[config.mk]
export PLATFORM = sky130hd
export DESIGN_NAME = game_tick_gen_flat
export DESIGN_NICKNAME = d
export VERILOG_FILES = /design/src/rtl/game_tick_gen_pkg.sv /design/src/rtl/game_tick_gen_if.sv /design/src/rtl/game_tick_gen_stage.sv /design/src/rtl/game_tick_gen.sv /design/src/flat_wrapper.sv
export SDC_FILE = /design/constraint.sdc
export NUM_CORES = 1
export LEC_CHECK = 0
export ABC_AREA = 1
export BUFFER_PORTS_ARGS = -buffer_cell sky130_fd_sc_hd__buf_4
export CELL_PAD_IN_SITES_DETAIL_PLACEMENT = 0
export CELL_PAD_IN_SITES_GLOBAL_PLACEMENT = 1
export CORE_MARGIN = 3
export CORE_UTILIZATION = 44
export CTS_BUF_LIST = sky130_fd_sc_hd__clkbuf_8 sky130_fd_sc_hd__clkbuf_16
export DETAILED_ROUTE_END_ITERATION = 10
export GPL_ROUTABILITY_DRIVEN = 0
export PLACE_DENSITY_LB_ADDON = 0.1
export SLEW_MARGIN = 20
export SYNTH_ARGS = -nofsm -noshare
export SYNTH_HDL_FRONTEND = slang
export SYNTH_SLANG_ARGS = --single-unit
[constraint.sdc]
create_clock -name clk -period 3.4 [get_ports clk]
set_clock_uncertainty 0.2 [all_clocks]
set_input_delay 0.51 -clock clk [delete_from_list [all_inputs] [get_ports clk]]
set_output_delay 0.51 -clock clk [all_outputs]
set_load 0.05 [all_outputs]
[src/rtl/game_tick_gen_pkg.sv]
// Shared constants and helpers for the game tick generator.
package game_tick_pkg;

    localparam int CNT_W_DEF  = 8;
    localparam int DIVS_MAX_W = 8 * 32;

    typedef logic [CNT_W_DEF-1:0] div_t;

    // Pull the default divisor of stage k out of a packed, LSB-first divisor list.
    function automatic logic [31:0] div_slice(input logic [DIVS_MAX_W-1:0] divs,
                                              input int k, input int w);
        logic [DIVS_MAX_W-1:0] sh;
        sh = divs >> (k * w);
        return sh[31:0] & ((32'h1 << w) - 32'h1);
    endfunction

endpackage

[src/rtl/game_tick_gen_if.sv]
// Control/status bundle between game logic and the tick generator.
interface game_tick_gen_if #(
    parameter int NUM_STAGES = 2,
    parameter int CNT_W      = 8
);
    logic                  enable;
    logic                  restart;
    logic                  cfg_we;
    logic [2:0]            cfg_sel;
    logic [CNT_W-1:0]      cfg_div;
    logic                  speed_up;
    logic [NUM_STAGES-1:0] tick_out;
    logic [CNT_W-1:0]      cur_div;
    logic                  led;

    modport master (
        output enable, restart, cfg_we, cfg_sel, cfg_div, speed_up,
        input  tick_out, cur_div, led
    );

    modport slave (
        input  enable, restart, cfg_we, cfg_sel, cfg_div, speed_up,
        output tick_out, cur_div, led
    );
endinterface

[src/rtl/game_tick_gen_stage.sv]
// One divider stage: counter plus active/shadow divisor pair with wrap-aligned reload.
module tick_div_stage #(
    parameter int CNT_W = 8
) (
    input  logic             clk,
    input  logic             rst,
    input  logic             restart,
    input  logic             enable,
    input  logic             in_pulse,
    input  logic             wr,
    input  logic [CNT_W-1:0] wr_div,
    input  logic             dec,
    input  logic [CNT_W-1:0] min_div,
    input  logic [CNT_W-1:0] def_div,
    output logic             out_pulse,
    output logic [CNT_W-1:0] act_div
);

    logic [CNT_W-1:0] cnt_q, cnt_d;
    logic [CNT_W-1:0] act_q, act_d;
    logic [CNT_W-1:0] shad_q, shad_d;
    logic             out_q, out_d;
    logic             wrap;

    always_comb begin
        shad_d = shad_q;
        act_d  = act_q;
        cnt_d  = cnt_q;
        out_d  = 1'b0;
        wrap   = 1'b0;

        if (wr) begin
            shad_d = wr_div;
        end else if (dec && (shad_q > min_div)) begin
            shad_d = shad_q - CNT_W'(1);
            if (act_q > min_div) begin
                act_d = act_q - CNT_W'(1);
            end
        end

        // ">=" lets a speed-up that lands below the current count wrap on the next pulse.
        if (restart) begin
            cnt_d = '0;
        end else if (enable && in_pulse && (act_q != '0)) begin
            if (cnt_q >= act_q - CNT_W'(1)) begin
                cnt_d = '0;
                out_d = 1'b1;
                wrap  = 1'b1;
            end else begin
                cnt_d = cnt_q + CNT_W'(1);
            end
        end

        if (wrap || (act_q == '0)) begin
            act_d = shad_d;
        end
    end

    always_ff @(posedge clk) begin
        if (rst) begin
            cnt_q  <= '0;
            out_q  <= 1'b0;
            act_q  <= def_div;
            shad_q <= def_div;
        end else begin
            cnt_q  <= cnt_d;
            out_q  <= out_d;
            act_q  <= act_d;
            shad_q <= shad_d;
        end
    end

    assign out_pulse = out_q;
    assign act_div   = act_q;

endmodule

[src/rtl/game_tick_gen.sv]
// Prescaler plus NUM_STAGES cascaded dividers producing one-clk enable pulses.
// Optional heartbeat LED on the last stage is built when TICK_LED_EN is defined.
module game_tick_gen
    import game_tick_pkg::*;
#(
    parameter int                          PRESCALE   = 50000,
    parameter int                          NUM_STAGES = 2,
    parameter int                          CNT_W      = 8,
    parameter logic [NUM_STAGES*CNT_W-1:0] DEF_DIVS   = {8'd5, 8'd200},
    parameter int                          MIN_DIV    = 1
) (
    input logic            clk,
    input logic            rst,
    game_tick_gen_if.slave bus
);

    localparam int PW   = (PRESCALE > 2) ? $clog2(PRESCALE) : 1;
    localparam int LAST = NUM_STAGES - 1;
    localparam logic [CNT_W-1:0] DEF_LAST =
        CNT_W'(div_slice(DIVS_MAX_W'(DEF_DIVS), LAST, CNT_W));

    logic [PW-1:0]               presc_q, presc_d;
    logic                        base_tick;
    logic [NUM_STAGES-1:0]       tick;
    logic [NUM_STAGES-1:0]       pulse_in;
    logic [NUM_STAGES*CNT_W-1:0] act_all;
    logic [CNT_W-1:0]            cur_div_q;
    logic                        last_wr;

    // base_tick is combinational so a pause never swallows a pending base tick.
    assign base_tick = bus.enable && !bus.restart && (presc_q == PW'(PRESCALE - 1));

    always_comb begin
        presc_d = presc_q;
        if (bus.restart) begin
            presc_d = '0;
        end else if (bus.enable) begin
            presc_d = base_tick ? '0 : presc_q + PW'(1);
        end
    end

    always_ff @(posedge clk) begin
        if (rst) begin
            presc_q <= '0;
        end else begin
            presc_q <= presc_d;
        end
    end

    assign last_wr = bus.cfg_we && (bus.cfg_sel == 3'(LAST));

    for (genvar k = 0; k < NUM_STAGES; k++) begin : g_stage
        localparam logic [CNT_W-1:0] DEF_K =
            CNT_W'(div_slice(DIVS_MAX_W'(DEF_DIVS), k, CNT_W));

        if (k == 0) begin : g_first
            assign pulse_in[k] = base_tick;
        end else begin : g_chain
            assign pulse_in[k] = tick[k-1];
        end

        tick_div_stage #(.CNT_W(CNT_W)) u_stage (
            .clk      (clk),
            .rst      (rst),
            .restart  (bus.restart),
            .enable   (bus.enable),
            .in_pulse (pulse_in[k]),
            .wr       (bus.cfg_we && (bus.cfg_sel == 3'(k))),
            .wr_div   (bus.cfg_div),
            .dec      ((k == LAST) && bus.speed_up && !last_wr),
            .min_div  (CNT_W'(MIN_DIV)),
            .def_div  (DEF_K),
            .out_pulse(tick[k]),
            .act_div  (act_all[k*CNT_W +: CNT_W])
        );
    end

    always_ff @(posedge clk) begin
        if (rst) begin
            cur_div_q <= DEF_LAST;
        end else begin
            cur_div_q <= act_all[LAST*CNT_W +: CNT_W];
        end
    end

    assign bus.tick_out = tick;
    assign bus.cur_div  = cur_div_q;

`ifdef TICK_LED_EN
    logic led_q;

    always_ff @(posedge clk) begin
        if (rst) begin
            led_q <= 1'b0;
        end else if (tick[LAST]) begin
            led_q <= ~led_q;
        end
    end

    assign bus.led = led_q;
`else
    assign bus.led = 1'b0;
`endif

endmodule
[src/flat_wrapper.sv]
// flat-port wrapper written by rule: the top's interface ports become plain ports
module game_tick_gen_flat import game_tick_pkg::*;
#(
    parameter int                          PRESCALE   = 50000,
    parameter int                          NUM_STAGES = 2,
    parameter int                          CNT_W      = 8,
    parameter logic [NUM_STAGES*CNT_W-1:0] DEF_DIVS   = {8'd5, 8'd200},
    parameter int                          MIN_DIV    = 1
)
  (clk, rst, bus_enable, bus_restart, bus_cfg_we, bus_cfg_sel, bus_cfg_div, bus_speed_up, bus_tick_out, bus_cur_div, bus_led);
  game_tick_gen_if #(.NUM_STAGES(NUM_STAGES), .CNT_W(CNT_W)) bus_i ();
  input logic clk;
  input logic rst;
  input wire logic [$bits(bus_i.enable)-1:0] bus_enable;
  input wire logic [$bits(bus_i.restart)-1:0] bus_restart;
  input wire logic [$bits(bus_i.cfg_we)-1:0] bus_cfg_we;
  input wire logic [$bits(bus_i.cfg_sel)-1:0] bus_cfg_sel;
  input wire logic [$bits(bus_i.cfg_div)-1:0] bus_cfg_div;
  input wire logic [$bits(bus_i.speed_up)-1:0] bus_speed_up;
  output wire logic [$bits(bus_i.tick_out)-1:0] bus_tick_out;
  output wire logic [$bits(bus_i.cur_div)-1:0] bus_cur_div;
  output wire logic [$bits(bus_i.led)-1:0] bus_led;
  assign bus_i.enable = bus_enable;
  assign bus_i.restart = bus_restart;
  assign bus_i.cfg_we = bus_cfg_we;
  assign bus_i.cfg_sel = bus_cfg_sel;
  assign bus_i.cfg_div = bus_cfg_div;
  assign bus_i.speed_up = bus_speed_up;
  assign bus_tick_out = bus_i.tick_out;
  assign bus_cur_div = bus_i.cur_div;
  assign bus_led = bus_i.led;
  game_tick_gen #(.PRESCALE(PRESCALE), .NUM_STAGES(NUM_STAGES), .CNT_W(CNT_W), .DEF_DIVS(DEF_DIVS), .MIN_DIV(MIN_DIV)) u_core (.clk(clk), .rst(rst), .bus(bus_i));
endmodule
==> results.cfg, run 1 <==
[setup_path]
critPathArrivalTime_ps = 2950
cp-endpoint = u_core.g_stage[0].u_stage.act_div[5]
r2r-end = u_core.g_stage[0].u_stage.act_div[5]
worstReg2RegStart = u_core.g_stage[0].u_stage.act_div[2]
rrSetupSlack_ps = 500
end_kind = register
worstRegToRegCells = 14
startpoint = u_core.g_stage[0].u_stage.act_div[2]
path_class = register to register
worstPathMaxFanout = 13
cp.required_ps = 3450
critical_path.startpoint_type = register

[synth]
syn_area_mm2 = 0.00450
synth-main-ff-cell = dfxtp_1
yosysWarnings = 0
synth_area_leaders = dfxtp_1 (33%), nand2_1 (16%), nor2_1 (7.7%)
synthCells = 670
synth-edff-count = 0
async_flop_share_pct = 0
syn_nets = 713
ys_seq_area_share_pct = 32.9
yosysMostFrequentCell = nand2_1
yosysTopAreaCell = dfxtp_1
synth.top_cell.area_share_pct = 32.9
synth_common_cells = nand2_1 (191), nor2_1 (92), inv_1 (87)
synth_area_per_cell_um2 = 6.72
yosysUniqueCellTypes = 41
synth_seq_cells = 74

[pwr]
total_power_mw = 2.46
powerDensity_mw_per_mm2 = 494
leakagePower_nw = 2.31
ir_worst_vdd_mv = 0.349

[floorplanning]
die_area_mm2 = 0.0115
die_h_um = 107
start_util_pct = 45.6
die_w_um = 107
core-area_mm2 = 0.00986
rows = 36
io_pins = 28

[detailed_routing]
drt_iter0_drc = 246
wirelength_um = 10600
firstDrtPassIters = 5
routed_via_density = 4.93
drc = 0
num_vias = 4095
final_antenna_net_count = 0
avgRoutedWirePerCell_um = 12.8

[sta]
relSlewSlack_pct = 63.2
post-route-min-period_ps = 2900
fin_crit_sh_pct = 85.4
rsz0062_at_grt = no
hold_viol_final = 0
drv_slew = 0
finalSetupViolations = 0
fin_setup_tns_ps = 0
fmax_ghz = 0.344
worstMarginPinSlew_ps = 551

[finish]
antenna_cells = 0
syn2layout_area_growth_pct = 10.8
seq_area_mm2 = 0.00148
multi_input_area_mm2 = 0.00258
drive_gt1_share_pct = 10.6
nets = 736
final_area_mm2 = 0.00499
fillers = 1027

[clock_tree]
hold_buffers = 0
clockBufferDepth = 2
post_cts_buffers = 0
cts_buffers = 9
clockRootBuffer = clkbuf_8
h-tree-depth = 3
cts_tree = yes
postCtsResizedCells = 0
clk_pin_slew_ps = 80
clock_sinks = 74
worstSkewPairLatency_ps = 350

[placement]
post_dp_cell_area_mm2 = 0.00477
dp_hpwl_um = 8100
io_buffer_count = 26

[grt]
first_global_vias = 3953
grtUsageTotal_pct = 19.3
gr-total-overflow = 0
grt_pass1_wl_um = 18000
grt_max_degree = 18
antenna_found_initial = 0

[job]
cap_viol_max_count = 0

[run_status]
status = finished clean

[hold_path]
hold_class = primary input to register
## routing by layer
| layer | up-vias | track usage [%] | wire (µm) | part of all wire, % |
|---|---|---|---|---|
| li1 | 2155 | - | - | - |
| met1 | 1868 | 25.3 | 5270 | 50 |
| met2 | 56 | 31.9 | 4870 | 46 |
| met3 | 16 | 2.59 | 275 | 2.6 |
| met4 | 0 | 7.58 | 207 | 1.9 |
| met5 | - | 0 | 0 | 0 |
## kinds of logic after synthesis
logic type      synth area share [%]
simple gates                    39.3
buf+inv                         9.76
flops                           32.9
compound gates                  6.12
fa+ha+maj                       7.23
xor+xnor                        3.70
mux                            0.890
other cells                   0.0833
## state kept, by name, indices dropped and copies added, names as in the netlist
signal / cells
u_core.bus.cur_div: 8
u_core.g_stage.u_stage.act_div: 16
u_core.g_stage.u_stage.cnt_q: 16
u_core.g_stage.u_stage.out_pulse: 2
u_core.g_stage.u_stage.shad_q: 16
u_core.presc_q: 16
## layout by cell type, fill, tap and decap left out, types with 3 or more instances in the layout
cell	n
nand2_1	191
nor2_1	92
inv_1	88
dfxtp_1	74
nand3_1	44
buf_4	27
ha_1	26
a21oi_1	21
nor3_1	18
nand4_1	17
o21ai_0	15
xor2_1	11
clkbuf_8	10
xnor2_1	8
nor2_2	6
mux2i_1	4
nand3_2	3
nand3_4	3
nand2_4	3
nand2_2	3
inv_2	3
nor3b_1	3
or2_2	3
## critical path, cell delays in order, from the launching register on
cell and delay [ps]:
dfxtp_1 350, nor2_1 240, nand4_1 180, nor3_1 210
xor2_1 180, ha_1 260, nand2_1 70, inv_1 40
nor2_1 130, o21a_1 140, nand3_1 260, nand2_1 170
nand2_2 170, nor2_1 150, nor2_1 60
## how the worst min path moves through the flow
stage / start / to / slack, ps / depth (start not counted)
2_1_floorplan: u_core.g_stage[0].u_stage.shad_q[3] / u_core.g_stage[0].u_stage.shad_q[3] / 220 / 2
3_3_place_gp: u_core.g_stage[0].u_stage.shad_q[7] / u_core.g_stage[0].u_stage.shad_q[7] / 240 / 2
3_5_place_dp: u_core.g_stage[0].u_stage.shad_q[7] / u_core.g_stage[0].u_stage.shad_q[7] / 240 / 2
4_1_cts: bus_cfg_div[2] / u_core.g_stage[1].u_stage.shad_q[2] / 200 / 3
5_1_grt: bus_cfg_div[6] / u_core.g_stage[0].u_stage.shad_q[6] / 220 / 3
6_report: bus_cfg_div[2] / u_core.g_stage[1].u_stage.shad_q[2] / 220 / 3
## where the power goes
group	leakage [nW]	internal, mW	switching, mW	total, mW
logic	1.59	0.237	0.466	0.703
registers	0.599	0.927	0.0566	0.983
clock network	0.113	0.429	0.347	0.776
total	2.31	1.59	0.870	2.46
## final cells by class
class	count	area share, %
clock buffer	10	2.76
clock inverter	6	1.63
inverter	90	6.78
multi-input combinational	491	51.7
sequential	74	29.7
tap	133	3.34
timing repair buffer	27	4.07
## metrics by stage
stage / setup WS [ps] / instances / utilization [%] / hold WS [ps]
floorplan: 930 / 670 / - / 224
global placement: 587 / 815 / 48.3 / 237
detailed placement: 529 / 815 / 48.3 / 241
CTS: 517 / 831 / 50.5 / 201
global route: 156 / 831 / 50.5 / 216
finish: 496 / 831 / 50.5 / 219
No activity file was read; power rests on OpenSTA's default activity.
==> inputs of run 2 (changes only) <==
--- a/config.mk
+++ b/config.mk
@@ -16,3 +16,4 @@
 export GPL_ROUTABILITY_DRIVEN = 0
-export PLACE_DENSITY_LB_ADDON = 0.1
+export PLACE_DENSITY = 0.82
+export SETUP_SLACK_MARGIN = 0.5
 export SLEW_MARGIN = 20
==> constraint.sdc (replaced) <==
create_clock -name clk -period 3.4 [get_ports clk]
set_clock_uncertainty 0.2 [all_clocks]
set_input_delay 0.85 -clock clk [delete_from_list [all_inputs] [get_ports clk]]
set_output_delay 0.85 -clock clk [all_outputs]
set_load 0.05 [all_outputs]
==> results.cfg, run 2 (synthesis results as in run 1) <==
[grt]
antenna_found_initial = 0
grt_pass1_wl_um = 17700
grtUsageTotal_pct = 18.9
first_global_vias = 3792
grt_max_degree = 25
gr-total-overflow = 0

[sta]
relSlewSlack_pct = 46.1
layout_setup_ws_ps = 741
fin_setup_tns_ps = 0
rsz0062_at_grt = no
whs_ps = 257
fmax_ghz = 0.376
fin_crit_sh_pct = 78.2
finalSetupViolations = 0
hold_viol_final = 0
drv_slew = 0
worstMarginPinSlew_ps = 808
post-route-min-period_ps = 2660

[pwr]
clkPwrFrac_pct = 32.0
p_sw_share_pct = 34.6
cell_internal_pwr_mw = 1.61
leakagePower_nw = 2.32
power.switching_uw = 856
powerDensity_mw_per_mm2 = 493
p_seq_share_pct = 39.7
pwr-share-comb_pct = 28.3
ir_worst_vdd_mv = 0.324

[clock_tree]
cts_tree = yes
worstSkewPairLatency_ps = 350
clock_sinks = 74
clk_pin_slew_ps = 80
clockBufferDepth = 2
hold_buffers = 0
h-tree-depth = 3
clockRootBuffer = clkbuf_8
cts_buffers = 9

[detailed_routing]
drt_iter0_drc = 209
avgRoutedWirePerCell_um = 12.3
routed_via_density = 4.87
wirelength_um = 10200
final_antenna_net_count = 0
num_vias = 4045
drc = 0
firstDrtPassIters = 5

[floorplanning]
io_pins = 28
die_area_mm2 = 0.0115
rows = 36
die_w_um = 107
core-area_mm2 = 0.00986
start_util_pct = 45.6
die_h_um = 107

[setup_path]
crit_slowest_cell = dfxtp_1
end_kind = register
worstPathCellList = nor2_1 > nand2_1 > nor2_1 > nor2_1 > a21oi_1 > ha_1 > a21o_1 > nor2_1 > nand2_1 > nand3_4 > nand2_4 > inv_1 > nand2_1 > nand2_1 > nand2_1
cp.required_ps = 3440
path_buf_inv = 1
critPathTopFamily = simple AND/OR/NAND/NOR gates
path_class = register to register
worstPathMaxFanout = 11
critical_path.startpoint_type = register
cp_common_cell = nand2_1
crit_path_max_incr_delay_ps = 350
critPathArrivalTime_ps = 2700

[run_status]
status = finished clean

[hold_path]
hold_class = register to register

[placement]
io_buffer_count = 26
pre_cts_slack_ps = 571
placed_cells = 815
dp_hpwl_um = 7780

[finish]
syn2layout_area_growth_pct = 11.4
postLayoutCoreUtil_pct = 50.8
nets = 736
layout.cells.non_filler = 830
final_common_cell = nand2_1
drive_gt1_share_pct = 11.0
final_cell_mix = nand2_1 (191), nor2_1 (91), inv_1 (86)
antenna_cells = 0

[job]
cap_viol_max_count = 0
[run 2: cell count changes in the layout (fill, tap and decap cells not counted)]
cell        before  now
inv_1           88   86
clkbuf_8        10   11
clkinv_2         2    1
clkinvlp_4       1    0
inv_2            3    4
inv_6            0    1
nand2_2          3    2
nand2_4          3    4
nand3_1         44   43
nand3_4          3    4
nor2_1          92   91
nor2_2           6    7
[run 2: layout make-up]
cell class | instances | area [µm²]
Tap cell | 133 | 166
Multi-Input combinational cell | 491 | 2600
Fill cell | 998 | 4850
Clock buffer | 11 | 151
Clock inverter | 4 | 73.8
Sequential cell | 74 | 1480
Inverter | 90 | 338
Timing Repair Buffer | 27 | 203
[run 2: power groups by stage]
stage	clock network [mW]	logic, mW	registers, mW
5_1_grt	0.847	0.797	0.985
2_1_floorplan	0	0.490	1.04
6_report	0.791	0.699	0.981
3_3_place_gp	0	0.691	1.00
3_5_place_dp	0	0.694	0.997
4_1_cts	0.813	0.701	0.979
[run 2: per-stage QoR]
stage	cell area [µm²]	power, mW
floorplan	4500	1.53
finish	5010	2.47
detailed placement	4770	1.69
global route	5010	2.63
global placement	4770	1.69
CTS	4990	2.49
[run 2: metal layers]
metal,GRT usage [%],share of wire (%),vias up
met5,0,0,-
met4,7.31,1.9,0
met3,2.59,3.1,15
met2,29.5,45,67
met1,26.4,50,1804
li1,-,-,2159
[run 2: worst register-to-register path, cell delays in order, from the launching register on]
cell	delay (ps)
dfxtp_1	350
nor2_1	280
nand2_1	120
nor2_1	130
nor2_1	50
a21oi_1	210
ha_1	290
a21o_1	180
nor2_1	100
nand2_1	110
nand3_4	170
nand2_4	90
inv_1	120
nand2_1	60
nand2_1	60
nand2_1	50
[run 2: path summary, 6_finish.rpt]
kind | startpoint | endpoint | slack [ps] | cells after the start
worst max-delay path | u_core.g_stage[1].u_stage.act_div[0] | u_core.g_stage[1].u_stage.act_div[5] | 740 | 15
worst min-delay path | u_core.g_stage[0].u_stage.shad_q[7] | u_core.g_stage[0].u_stage.shad_q[7] | 260 | 2
worst max register to register | u_core.g_stage[1].u_stage.act_div[0] | u_core.g_stage[1].u_stage.act_div[5] | 740 | 15
worst min register to register | u_core.g_stage[0].u_stage.shad_q[7] | u_core.g_stage[0].u_stage.shad_q[7] | 260 | 2
[run 2: repair_timing]
action	4_1_cts	5_1_grt
gates resized for setup	0	5
setup endpoints to repair	0	12
setup buffers	0	0
